`src/rtl/prescale_counter_bank_pkg.sv`:
```
// Shared definitions for the prescaled counter bank: counting modes and the
// channel-select width helper.
package prescale_counter_bank_pkg;

  typedef enum logic {
    MODE_WRAP = 1'b0,
    MODE_SAT  = 1'b1
  } mode_e;

  // Select width is clog2 of the channel count, never narrower than one bit.
  function automatic int selWidth(input int n);
    return (n <= 2) ? 1 : $clog2(n);
  endfunction

endpackage

```
`src/rtl/prescale_counter_ch.sv`:
```
// One prescaled counter channel: prescaler, divisor, mode, count, sticky
// overflow and a registered tick for every advance attempt.
module prescale_counter_ch
  import prescale_counter_bank_pkg::*;
#(
  parameter int CW      = 64,
  parameter int PW      = 8,
  parameter int DIV_RST = 1
) (
  input  logic          i_clk,
  input  logic          i_reset,
  input  logic          i_count,
  input  logic          i_clr,
  input  logic          i_cfg,
  input  logic [PW-1:0] i_cfg_div,
  input  logic          i_cfg_sat,
  output logic [CW-1:0] o_count,
  output logic          o_tick,
  output logic          o_ovf
);

  localparam logic [PW-1:0] DIV_INIT  = PW'(DIV_RST);
  localparam logic [CW-1:0] COUNT_MAX = '1;

  logic [PW-1:0] r_pre;
  logic [PW-1:0] r_div;
  mode_e         r_mode;
  logic [CW-1:0] r_count;
  logic          r_tick;
  logic          r_ovf;

  logic [PW-1:0] w_last;
  logic          w_roll;

  // A divisor of zero behaves as one, so the last prescaler step is then zero.
  assign w_last = (r_div == '0) ? '0 : (r_div - PW'(1));
  assign w_roll = (r_pre >= w_last);

  always_ff @(posedge i_clk) begin
    if (i_reset) begin
      r_pre   <= '0;
      r_div   <= DIV_INIT;
      r_mode  <= MODE_WRAP;
      r_count <= '0;
      r_tick  <= 1'b0;
      r_ovf   <= 1'b0;
    end else begin
      r_tick <= 1'b0;
      if (i_clr) begin
        r_pre   <= '0;
        r_count <= '0;
        r_ovf   <= 1'b0;
      end else if (i_cfg) begin
        r_div  <= i_cfg_div;
        r_mode <= mode_e'(i_cfg_sat);
        r_pre  <= '0;
      end else if (i_count) begin
        if (w_roll) begin
          r_pre  <= '0;
          r_tick <= 1'b1;
          // At full scale the attempt always flags overflow; only wrap mode moves.
          if (r_count == COUNT_MAX) begin
            r_ovf <= 1'b1;
            if (r_mode == MODE_WRAP) begin
              r_count <= '0;
            end
          end else begin
            r_count <= r_count + CW'(1);
          end
        end else begin
          r_pre <= r_pre + PW'(1);
        end
      end
    end
  end

  assign o_count = r_count;
  assign o_tick  = r_tick;
  assign o_ovf   = r_ovf;

endmodule

```
`src/rtl/prescale_counter_bank.sv`:
```
// Bank of independently configured prescaled counters; this level only decodes
// the channel selects and fans them out to the per-channel instances.
module prescale_counter_bank
  import prescale_counter_bank_pkg::*;
#(
  parameter int NCH     = 4,
  parameter int CW      = 64,
  parameter int PW      = 8,
  parameter int DIV_RST = 1
) (
  input  logic                     i_clk,
  input  logic                     i_reset,
  input  logic                     i_en,
  input  logic [selWidth(NCH)-1:0] i_slt,
  input  logic                     i_clr,
  input  logic                     i_cfg_we,
  input  logic [selWidth(NCH)-1:0] i_cfg_ch,
  input  logic [PW-1:0]            i_cfg_div,
  input  logic                     i_cfg_sat,
  output logic [NCH*CW-1:0]        o_count,
  output logic [NCH-1:0]           o_tick,
  output logic [NCH-1:0]           o_ovf
);

  localparam int SW = selWidth(NCH);

  for (genvar g = 0; g < NCH; g++) begin : gen_ch
    logic w_sel;
    logic w_cfgHit;
    logic w_clr;
    logic w_cnt;

    // Selects beyond the last channel match no instance and are ignored.
    assign w_sel    = (i_slt == SW'(g));
    assign w_cfgHit = i_cfg_we && (i_cfg_ch == SW'(g));
    assign w_clr    = i_clr && w_sel;
    assign w_cnt    = i_en && w_sel && !i_clr && !w_cfgHit;

    prescale_counter_ch #(
      .CW      (CW),
      .PW      (PW),
      .DIV_RST (DIV_RST)
    ) u_ch (
      .i_clk     (i_clk),
      .i_reset   (i_reset),
      .i_count   (w_cnt),
      .i_clr     (w_clr),
      .i_cfg     (w_cfgHit),
      .i_cfg_div (i_cfg_div),
      .i_cfg_sat (i_cfg_sat),
      .o_count   (o_count[g*CW +: CW]),
      .o_tick    (o_tick[g]),
      .o_ovf     (o_ovf[g])
    );
  end

endmodule

```
`config.mk`:
```
export PLATFORM = sky130hd
export DESIGN_NAME = prescale_counter_bank
export DESIGN_NICKNAME = d
export VERILOG_FILES = /design/src/rtl/prescale_counter_bank_pkg.sv /design/src/rtl/prescale_counter_ch.sv /design/src/rtl/prescale_counter_bank.sv
export SDC_FILE = /design/constraint.sdc
export NUM_CORES = 1
export LEC_CHECK = 0
export CAP_MARGIN = 25
export CORE_ASPECT_RATIO = 0.6
export CORE_MARGIN = 4
export CORE_UTILIZATION = 55
export CTS_CLUSTER_SIZE = 28
export DETAILED_ROUTE_END_ITERATION = 10
export HOLD_SLACK_MARGIN = 0.06
export PLACE_DENSITY = 0.81
export SETUP_SLACK_MARGIN = 0.15
export SLEW_MARGIN = 30
export SYNTH_ARGS = -nofsm -noshare
export SYNTH_HDL_FRONTEND = slang
export SYNTH_SLANG_ARGS = --single-unit
```
`constraint.sdc`:
```
create_clock -name i_clk -period 4.2 [get_ports i_clk]
set_clock_uncertainty 0.05 [all_clocks]
set_input_delay 0.42 -clock i_clk [delete_from_list [all_inputs] [get_ports i_clk]]
set_output_delay 0.42 -clock i_clk [all_outputs]
set_load 0.05 [all_outputs]
```
==> impl_metrics.py <==
metrics = {
    "clock_tree": {
        "cts_num_sinks": 332,
        "tritoncts": "built",
        "cts-root-to-sink-buffers": 3,
        "cts_htree_levels": 2,
        "number_of_buffers_inserted_during_clock_tree_synthesis": 34,
        "clkSlewWorstSetupHoldPaths_ps": 70,
        "cts_root_buf": "sky130_fd_sc_hd__clkbuf_16",
        "cts_hold_buffers": 0,
        "worst_skew_pair.late_latency_ps": 540,
    },
    "sta": {
        "fin_crit_sh_pct": 92.5,
        "hold_viol_final": 0,
        "tightest_slew_ps": 1020,
        "period_minus_ws_final_ps": 3890,
        "grt_setup_unrepaired": "yes",
        "slew_violations": 0,
        "setup_viol": 0,
        "slew_headroom_pct": 31.5,
        "fmax_mhz": 257,
        "final.setup.tns_ps": 0,
    },
    "critical_path": {
        "worst-path-buf-inv": 2,
        "crit_path_kind": "flop to flop",
        "critical_path_arrival_ps": 4300,
        "crit_chain": "inv_1 > ha_1 > nand2_1 > or3_1 > or3_1 > and2_1 > ha_1 > nand2b_1 > a2111oi_1 > nor4_1 > a21o_2 > nand2_1 > buf_4 > or3_1 > a21oi_1",
        "critical-path-max-stage-delay_ps": 430,
        "cell_at_the_slowest_stage_of_the_critical_path": "sky130_fd_sc_hd__or3_1",
        "worst-path-max-fanout": 8,
        "gate_family_responsible_for_the_most_delay_along_the_worst_path": "simple AND/OR/NAND/NOR gates",
        "critPathCaptureType": "flop",
        "critical_path.startpoint_type": "flop",
        "critPathMostFrequentCell": "sky130_fd_sc_hd__or3_1",
        "required_ps": 4610,
    },
    "yosys": {
        "warnings_from_yosys": 0,
        "syn_inst": 2385,
        "synth_fp_nets": 2447,
        "post_synth.cell_area_avg_um2": 7.73,
        "synth_edf_count": 0,
        "ys_seq_elements": 332,
        "synth.cell_area_um2": 18400,
        "synthDistinctLibCells": 79,
        "asyncSetResetFlopFracSynth_pct": 0,
        "synth-main-ff-cell": "sky130_fd_sc_hd__dfxtp_1",
        "ys_seq_area_share_pct": 36.0,
    },
    "global_route": {
        "pin_count_of_the_biggest_net_entering_global_routing": 40,
        "grt_pass1_vias": 18800,
        "gr-total-overflow": 0,
        "first_pass_grt_wire_length_um": 103000,
        "grt.total_usage_pct": 34.1,
        "antenna_found_initial": 3,
    },
    "die": {
        "die_x_um": 244,
        "floorplan.die.height_um": 150,
        "top_level_ports": 282,
        "floorplan.rows": 51,
        "die_area_um2": 36600,
        "core_um2": 32700,
        "initial_utilization_pct": 56.4,
    },
    "power": {
        "maximum_vdd_drop_uv": 302,
        "p_leak_nw": 7.48,
        "power_density_nw_per_um2": 291,
        "post-layout-total-power_mw": 6.72,
    },
    "min_path": {
        "worst_hold_path_type": "flop to flop",
    },
    "placed_design": {
        "detailed_place.area_um2": 21800,
        "detailedPlacementHpwl_um": 47600,
        "gpl.final_weighted_congestion": 0.977,
        "numPortBuffers": 281,
    },
    "cells_and_area": {
        "layout_filler_cell_count": 2652,
        "final-seq-area_um2": 6650,
        "syn2layout_area_growth_pct": 25.1,
        "total_area_of_multi_input_combinational_cells_um2": 11200,
        "final_net_count": 2718,
        "final_layout_size_suffix_gt1_share_pct": 6.90,
        "postLayoutCellArea_um2": 23100,
    },
    "route": {
        "dr.pass1.iters": 6,
        "drc": 0,
        "routed_wl_um": 65600,
        "antenna_violating_nets_post_route": 0,
        "drt_first_iter_violations": 2613,
        "route.detailed.vias_per_inst": 6.48,
        "num_vias": 20300,
        "wl_per_cell_um": 20.9,
    },
    "flow_run": {
        "drv_cap": 0,
    },
    "run_status": {
        "status": "finished, final reports clean",
    },
}
==> tightest hold or removal path: stages, from the launching register on <==
cell and delay (ps):
sky130_fd_sc_hd__dfxtp_1 320, sky130_fd_sc_hd__nor2_1 40, sky130_fd_sc_hd__nor2_1 70
==> layout by cell type, fill, tap and decap left out, types with 26 or more instances in the layout <==
master and count:
sky130_fd_sc_hd__dfxtp_1 332, sky130_fd_sc_hd__nor2_1 284, sky130_fd_sc_hd__clkdlybuf4s50_1 281, sky130_fd_sc_hd__nand2_1 214, sky130_fd_sc_hd__a21oi_1 149, sky130_fd_sc_hd__o21ai_0 148
sky130_fd_sc_hd__nand3_1 139, sky130_fd_sc_hd__nand4_1 118, sky130_fd_sc_hd__nor3_1 82, sky130_fd_sc_hd__inv_1 59, sky130_fd_sc_hd__buf_4 58, sky130_fd_sc_hd__nor4_1 56
sky130_fd_sc_hd__or3_1 45, sky130_fd_sc_hd__o31ai_1 44, sky130_fd_sc_hd__ha_1 44, sky130_fd_sc_hd__and3_1 39, sky130_fd_sc_hd__mux2i_1 37, sky130_fd_sc_hd__a31oi_1 37
sky130_fd_sc_hd__clkbuf_16 37, sky130_fd_sc_hd__xor2_1 36, sky130_fd_sc_hd__and2_1 34, sky130_fd_sc_hd__a311oi_1 30, sky130_fd_sc_hd__o211ai_1 28, sky130_fd_sc_hd__xnor2_1 26
==> timing repair <==
action | CTS | global route
resized for setup | 0 | 14
endpoints found under the setup margin | 0 | 165
setup buffers | 0 | 2
==> routing by layer <==
layer / track usage, % / wire length (um)
met1: 50.2 / 28800
met3: 6.79 / 7420
met4: 9.83 / 1480
met2: 50.5 / 27800
met5: 0 / 0
==> report_power, final <==
group / switching, mW / leakage (nW) / internal (mW)
clock network: 1.35 / 0.568 / 1.80
registers: 0.0201 / 2.68 / 3.16
logic: 0.257 / 4.24 / 0.129
==> metrics by stage <==
| step | util (%) | hold WS (ps) | setup WS [ps] | cells |
|---|---|---|---|---|
| 6_report | 70.5 | 423 | 313 | 3135 |
| 5_1_grt | 70.5 | 455 | 131 | 3135 |
| 4_1_cts | 70.3 | 438 | 169 | 3130 |
| 3_5_place_dp | 66.7 | 423 | 233 | 3068 |
| 3_3_place_gp | 66.7 | 405 | 258 | 3068 |
| 2_1_floorplan | - | 388 | 460 | 2385 |
==> synth_stat cells, types with 6 or more instances <==
| master | n | share of area (%) |
|---|---|---|
| sky130_fd_sc_hd__nor2_1 | 289 | 5.9 |
| sky130_fd_sc_hd__a32o_1 | 6 | 0.33 |
| sky130_fd_sc_hd__and3_1 | 39 | 1.3 |
| sky130_fd_sc_hd__nand2b_1 | 25 | 0.85 |
| sky130_fd_sc_hd__a211o_1 | 6 | 0.28 |
| sky130_fd_sc_hd__nand3b_1 | 9 | 0.37 |
| sky130_fd_sc_hd__o21ai_1 | 20 | 0.54 |
| sky130_fd_sc_hd__or4_1 | 16 | 0.65 |
| sky130_fd_sc_hd__mux2i_1 | 37 | 2.0 |
| sky130_fd_sc_hd__nand4_1 | 118 | 4.0 |
| sky130_fd_sc_hd__xnor2_1 | 26 | 1.2 |
| sky130_fd_sc_hd__or3_1 | 45 | 1.5 |
| sky130_fd_sc_hd__a311oi_1 | 30 | 1.4 |
| sky130_fd_sc_hd__a41oi_1 | 11 | 0.52 |
| sky130_fd_sc_hd__nor4_1 | 57 | 1.9 |
| sky130_fd_sc_hd__or2_2 | 16 | 0.54 |
| sky130_fd_sc_hd__o21ai_0 | 150 | 4.1 |
| sky130_fd_sc_hd__a21o_1 | 8 | 0.33 |
| sky130_fd_sc_hd__xor2_1 | 36 | 1.7 |
| sky130_fd_sc_hd__nor3b_1 | 8 | 0.33 |
| sky130_fd_sc_hd__buf_2 | 13 | 0.35 |
| sky130_fd_sc_hd__o31ai_1 | 44 | 1.8 |
| sky130_fd_sc_hd__ha_1 | 44 | 3.0 |
| sky130_fd_sc_hd__nor3_1 | 84 | 2.3 |
| sky130_fd_sc_hd__and2_1 | 34 | 1.2 |
| sky130_fd_sc_hd__inv_1 | 59 | 1.2 |
| sky130_fd_sc_hd__nand3_1 | 139 | 3.8 |
| sky130_fd_sc_hd__dfxtp_1 | 332 | 36 |
| sky130_fd_sc_hd__a21oi_1 | 150 | 4.1 |
| sky130_fd_sc_hd__a31oi_1 | 39 | 1.3 |
| sky130_fd_sc_hd__nor3_2 | 7 | 0.38 |
| sky130_fd_sc_hd__o41ai_1 | 10 | 0.47 |
| sky130_fd_sc_hd__nand2_1 | 214 | 4.4 |
| sky130_fd_sc_hd__buf_4 | 14 | 0.57 |
| sky130_fd_sc_hd__o211ai_1 | 28 | 1.1 |
| sky130_fd_sc_hd__clkbuf_1 | 76 | 1.5 |
| sky130_fd_sc_hd__a22oi_1 | 24 | 0.98 |
| sky130_fd_sc_hd__and4_1 | 21 | 1.0 |
| sky130_fd_sc_hd__nor2b_1 | 16 | 0.54 |
==> final cells by class <==
class | instances | area share, %
Antenna cell | 3 | 0.0325
Clock buffer | 47 | 4.48
Clock inverter | 15 | 0.499
Inverter | 59 | 0.959
Multi-Input combinational cell | 1884 | 48.4
Sequential cell | 332 | 28.8
Tap cell | 450 | 2.44
Timing Repair Buffer | 345 | 14.4
==> registers in the layout, indices dropped and copies added (netlist names) <==
name and cells:
gen_ch.u_ch.o_count 256, gen_ch.u_ch.r_mode 4, gen_ch.u_ch.o_ovf 4, gen_ch.u_ch.r_pre 32
gen_ch.u_ch.o_tick 4, gen_ch.u_ch.r_div 32
==> worst paths after layout <==
path | startpoint | end | slack [ps] | cells past startpoint
min reg2reg | gen_ch[1].u_ch.o_ovf | gen_ch[1].u_ch.o_ovf | 420 | 2
min | gen_ch[1].u_ch.o_ovf | gen_ch[1].u_ch.o_ovf | 420 | 2
max | gen_ch[3].u_ch.r_div[0] | gen_ch[3].u_ch.o_count[60] | 310 | 15
max reg2reg | gen_ch[3].u_ch.r_div[0] | gen_ch[3].u_ch.o_count[60] | 310 | 15
==> logic make-up (layout without fill, tap and decap cells) <==
logic type	after synthesis	count (layout)	share of synthesized area, %
compound gates	569	569	19.3
flops	332	332	36.0
fa+ha+maj	44	44	2.98
xor+xnor	62	62	2.94
mux	38	38	2.07
other cells	0	3	0
buf+inv	169	466	3.89
simple gates	1171	1171	32.8
No activity file was read; power rests on OpenSTA's default activity.
